**config.mk**
```make
export PLATFORM = sky130hd
export DESIGN_NAME = load_store_unit
export DESIGN_NICKNAME = d
export VERILOG_FILES = /design/src/rtl/load_store_unit.sv
export SDC_FILE = /design/constraint.sdc
export NUM_CORES = 1
export LEC_CHECK = 0
export CORE_MARGIN = 10
export CORE_UTILIZATION = 36
export CTS_BUF_LIST = sky130_fd_sc_hd__clkbuf_8
export DETAILED_ROUTE_END_ITERATION = 8
export GPL_TIMING_DRIVEN = 0
export HOLD_SLACK_MARGIN = 0.06
export PLACE_DENSITY = 0.67
export SLEW_MARGIN = 20
export SYNTH_ARGS = -nofsm -noshare
export SYNTH_HDL_FRONTEND = slang
export SYNTH_SLANG_ARGS = --single-unit
```
**constraint.sdc**
```tcl
create_clock -name clk -period 8.05 [get_ports clk]
set_clock_uncertainty 0.2 [all_clocks]
set_input_delay 1.61 -clock clk [delete_from_list [all_inputs] [get_ports clk]]
set_output_delay 1.61 -clock clk [all_outputs]
set_load 0.005 [all_outputs]
```
**src/rtl/load_store_unit.sv**
```systemverilog
// load_store_unit: RV32 load/store FSM over a single combinational-read word memory port.
// Define LSU_MISALIGN_CHECK_EN to reject misaligned H/W accesses instead of forcing alignment.
module load_store_unit #(
    parameter int A = 32,
    parameter int N = 32
) (
    input  logic         clk,
    input  logic         rst,
    input  logic         req_valid,
    output logic         req_ready,
    input  logic         req_we,
    input  logic [2:0]   req_funct3,
    input  logic [A-1:0] req_addr,
    input  logic [N-1:0] req_wdata,
    output logic         resp_valid,
    output logic [N-1:0] resp_rdata,
    output logic         resp_err,
    output logic [A-1:0] mem_addr,
    output logic         mem_we,
    output logic [N-1:0] mem_wdata,
    input  logic [N-1:0] mem_rdata
);
    typedef enum logic [2:0] {IDLE, ACCESS, RMW_RD, WRITE, RESP} state_t;
    state_t state_q, state_d;
    logic [A-1:0] mem_addr_q, mem_addr_d;
    logic [N-1:0] mem_wdata_q, mem_wdata_d, resp_rdata_q, resp_rdata_d;
    logic [2:0] f3_q, f3_d;
    logic [1:0] off_q, off_d;
    logic mem_we_q, mem_we_d, resp_valid_q, resp_valid_d, resp_err_q, resp_err_d;
    logic misalign, bad;
    logic [4:0] sh;
    logic [N-1:0] lane, ext, mask, merged;
    always_comb begin
`ifdef LSU_MISALIGN_CHECK_EN
        misalign = (req_funct3[1:0] == 2'b01 && req_addr[0]) ||
                   (req_funct3[1:0] == 2'b10 && req_addr[1:0] != 2'b00);
`else
        misalign = 1'b0;
`endif
        bad = req_funct3 == 3'b011 || req_funct3[2:1] == 2'b11 || (req_funct3[2] && req_we) || misalign;
        sh = {off_q, 3'b000};
        lane = mem_rdata >> sh;
        ext = f3_q[1] ? mem_rdata :
              f3_q[0] ? {{16{~f3_q[2] & lane[15]}}, lane[15:0]} : {{24{~f3_q[2] & lane[7]}}, lane[7:0]};
        // Sub-word stores replicate the data across lanes, then the mask picks the addressed lane(s).
        mask = (f3_q[0] ? 32'h0000_FFFF : 32'h0000_00FF) << sh;
        merged = (mem_rdata & ~mask) | ((f3_q[0] ? {2{mem_wdata_q[15:0]}} : {4{mem_wdata_q[7:0]}}) & mask);
        state_d = state_q;
        mem_addr_d = mem_addr_q;
        mem_wdata_d = mem_wdata_q;
        resp_rdata_d = resp_rdata_q;
        f3_d = f3_q;
        off_d = off_q;
        mem_we_d = 1'b0;
        resp_valid_d = 1'b0;
        resp_err_d = resp_err_q;
        case (state_q)
            IDLE: if (req_valid) begin
                mem_addr_d = {req_addr[A-1:2], 2'b00};
                mem_wdata_d = req_wdata;
                f3_d = req_funct3;
                off_d = req_funct3[1] ? 2'b00 : req_funct3[0] ? {req_addr[1], 1'b0} : req_addr[1:0];
                if (bad) begin
                    state_d = RESP;
                    resp_valid_d = 1'b1;
                    resp_err_d = 1'b1;
                    resp_rdata_d = '0;
                end else if (!req_we) state_d = ACCESS;
                else if (req_funct3[1]) begin
                    state_d = WRITE;
                    mem_we_d = 1'b1;
                end else state_d = RMW_RD;
            end
            ACCESS: begin
                state_d = RESP;
                resp_valid_d = 1'b1;
                resp_err_d = 1'b0;
                resp_rdata_d = ext;
            end
            RMW_RD: begin
                state_d = WRITE;
                mem_we_d = 1'b1;
                mem_wdata_d = merged;
            end
            WRITE: begin
                state_d = RESP;
                resp_valid_d = 1'b1;
                resp_err_d = 1'b0;
                resp_rdata_d = '0;
            end
            default: state_d = IDLE;
        endcase
    end
    always_ff @(posedge clk or posedge rst) begin
        if (rst) begin
            state_q <= IDLE;
            mem_addr_q <= '0;
            mem_wdata_q <= '0;
            resp_rdata_q <= '0;
            f3_q <= '0;
            off_q <= '0;
            mem_we_q <= 1'b0;
            resp_valid_q <= 1'b0;
            resp_err_q <= 1'b0;
        end else begin
            state_q <= state_d;
            mem_addr_q <= mem_addr_d;
            mem_wdata_q <= mem_wdata_d;
            resp_rdata_q <= resp_rdata_d;
            f3_q <= f3_d;
            off_q <= off_d;
            mem_we_q <= mem_we_d;
            resp_valid_q <= resp_valid_d;
            resp_err_q <= resp_err_d;
        end
    end
    assign req_ready = state_q == IDLE;
    assign resp_valid = resp_valid_q;
    assign resp_rdata = resp_rdata_q;
    assign resp_err = resp_err_q;
    assign mem_addr = mem_addr_q;
    assign mem_we = mem_we_q;
    assign mem_wdata = mem_wdata_q;
endmodule

```
==> metrics <==
die height=around 140 um; met1 Usage GRT=23.07%; Netlist Area Pre-Place=approximately 5300 sq um; final setup vio count=0; first-pass GRT wire length=around 30 mm; Yosys reg bits=between 100 and 150; insertion delay to the later sink of the worst-skew pair=approximately 0.38 ns; worst vdd ir=around 170 uV; Max transition margin=between 50 and 60%; worst r2r dst=resp_rdata[9]$_DFFE_PP0P_; Num CTS Buffers=9; register area=approximately 2600 sq um; PD cells=355.3 nW/um^2; maximum clock frequency=~280 MHz; Starting Density=between 30 and 40%; fill count=roughly 1300; cell chain of the critical path=buf_6, nor3_1, clkdlybuf4s50_1; commonest register cell after synthesis=dfrtp_1; final WL=19.75 mm; critical path peak fanout=9; Max Cap Viol=0; Data arrival, critical path=approximately 1.8 ns; H-tree Lvls=3; Hold Startpoint=resp_rdata[4]$_DFFE_PP0P_; outcome=finished clean; largest net degree at the start of global routing=between 60 and 70; crit end category=output pin; Crit path required time=between 6 and 7 ns; met2 Usage GRT=a little under a third; asr flop ratio synth=100.0%; period utilisation layout=about 45%; Hold Path Class=flop to flop; Post-Syn Instances=approximately 530; grt total ovfl=0; unrepaired setup endpoints after global routing=false; origin of the worst setup path=state_q[0]$_DFFE_PP0P_; share of cells above drive strength 1=roughly a tenth; Rows=44; critical path class=flop to output pin; EDFF count, synth=0; vias in the first global route=approximately 5500; Inserted Diodes=0; Hold Fails Final Rpt=0; area taken by multi-input logic gates=~2400 sq um; Tmin final=3.594 ns; Post-CTS Hold Buffers=0; drt initial violations=~440; Syn-to-layout area delta=46.25%; IO buf count=200; Worst path max stage delay=0.60 ns; CTS tree=done; R2R depth=6; DRC=0; grt peak-use layer=met2; R2R Setup Slk=slightly below 6 ns; overall routing resource usage=between 10% and 20%; CP startpoint kind=flop; Detail Route Antenna Nets=0; Top-Level Pins=between 200 and 250; die area=~20000 sq um; GR Layer Usage met3=7.310%; Yosys cell types=between 40 and 50; Worst R2R Start=state_q[2]$_DFFE_PP0P_; GPL Wtd Cong=0.8646; Worst Setup EP=req_ready; setup TNS=0 ns; HPWL Detailed=about 16 mm; Final #Nets=~850; Die Wd=around 140 um; # resized after CTS=0; final max-slew violation count=0; wire per inst=roughly 21 um; clock-pin slew on the worst setup and hold paths=~0.1 ns; postcts setup bufs=0; Critical-path top delay cell=clkdlybuf4s50_1; TritonCTS sink count=~110; Least-Margin Pin Slew=approximately 0.72 ns; vias=between 5000 and 6000; total power=about 2.8 mW; Static Leakage=approximately 3.2 nW; Syn. warnings=0; DR vias/cell=5.441; CORE AREA=14530 sq um; worst hold path stage count=2; sequential area share after synthesis=around half; syn avg cell area=roughly 10 sq um; detailed-router iteration count before antenna repair=5; Clock Path Buffers=2; initial antenna violation count=1; CTS Root Cell=clkbuf_8
cell usage after synthesis, drive strengths merged, types with 14 or more instances:
cell | count | share of area, %
dfrtp | 105 | 49
clkbuf | 16 | 1.2
mux2i | 17 | 3.2
nor2 | 30 | 2.2
nand2 | 69 | 4.9
mux2 | 31 | 6.6
a21oi | 43 | 4.3
o22ai | 14 | 1.6
a22oi | 32 | 4.5
buf | 28 | 3.7
o21ai | 40 | 3.8
nor2b | 19 | 2.2
final cells by class:
cell class	instances	area share (%)
Multi-Input combinational cell	376	30.97
Clock inverter	3	0.1928
Sequential cell	105	33.75
Clock buffer	13	2.298
Inverter	8	0.4499
Timing Repair Buffer	201	26.06
Buffer	44	3.326
Tap cell	184	2.957
sequential cells by signal, summed over array words and instances (netlist names), named ones only:
register	flops
mem_we	1
resp_err	1
mem_wdata	24
resp_valid	1
state_q	3
off_q	2
resp_rdata	32
mem_addr	30
f3_q	3
cell usage in the layout, fill, tap and decap left out, drive strengths merged, types with 10 or more instances in the layout:
| cell | n |
|---|---|
| dfrtp | 105 |
| buf | 29 |
| a211oi | 10 |
| mux2 | 31 |
| mux2i | 17 |
| o22ai | 14 |
| nand2b | 10 |
| a21oi | 43 |
| clkbuf | 29 |
| clkdlybuf4s50 | 200 |
| nand2 | 69 |
| nor2b | 19 |
| o22a | 10 |
| a22oi | 32 |
| o21ai | 40 |
| nor2 | 30 |
cell families (layout without fill, tap and decap cells):
group / Yosys count / count (layout) / share of synthesized area, %
AND/OR/NAND/NOR: 142 / 142 / 12.64
other: 1 / 2 / 0.07044
multiplexers: 48 / 48 / 9.753
flip-flops: 105 / 105 / 49.35
buffers and inverters: 52 / 269 / 5.429
AO/OA/AOI/OAI: 184 / 184 / 22.75
through the flow:
stage	cell area, sq um	instances	utilization (%)	hold WS [ns]	setup slack, ns
6_report	7786	934	53.57	0.2862	4.456
5_1_grt	7786	934	53.57	0.3108	4.359
4_1_cts	7786	934	53.57	0.2957	4.421
3_5_place_dp	7592	918	52.24	0.2730	4.221
3_3_place_gp	7560	917	52.01	0.2700	1.981
2_1_floorplan	5328	533	-	0.2733	3.479
critical path, delay by kind of cell, from the launching register on:
kind / cells / cell delay, ns
buf+inv: 2 / 0.74
flops: 1 / 0.38
simple gates: 1 / 0.29
power by group:
group	internal (mW)	switching (mW)	leakage, nW	total (mW)
sequential	0.775	0.179	1.29	0.953
combinational	0.806	0.682	1.82	1.49
clock	0.145	0.181	0.104	0.326
total	1.72	1.04	3.21	2.77
how the worst min path moves through the flow:
stage | end | slack, ns
final | resp_rdata[4]$_DFFE_PP0P_ | 0.29
after global routing | resp_rdata[7]$_DFFE_PP0P_ | 0.31
after CTS | resp_rdata[4]$_DFFE_PP0P_ | 0.30
after detailed placement | resp_rdata[4]$_DFFE_PP0P_ | 0.27
after global placement | mem_addr[5]$_DFFE_PP0P_ | 0.27
after floorplan | resp_rdata[0]$_DFFE_PP0P_ | 0.27
metal layers:
| metal | part of all wire (%) | up-vias |
|---|---|---|
| li1 | - | 2344 |
| met1 | 41 | 2474 |
| met2 | 47 | 232 |
| met3 | 9.9 | 32 |
| met4 | 2.0 | 0 |
| met5 | 0 | - |
Note: power is estimated with default switching activity, not from simulation.
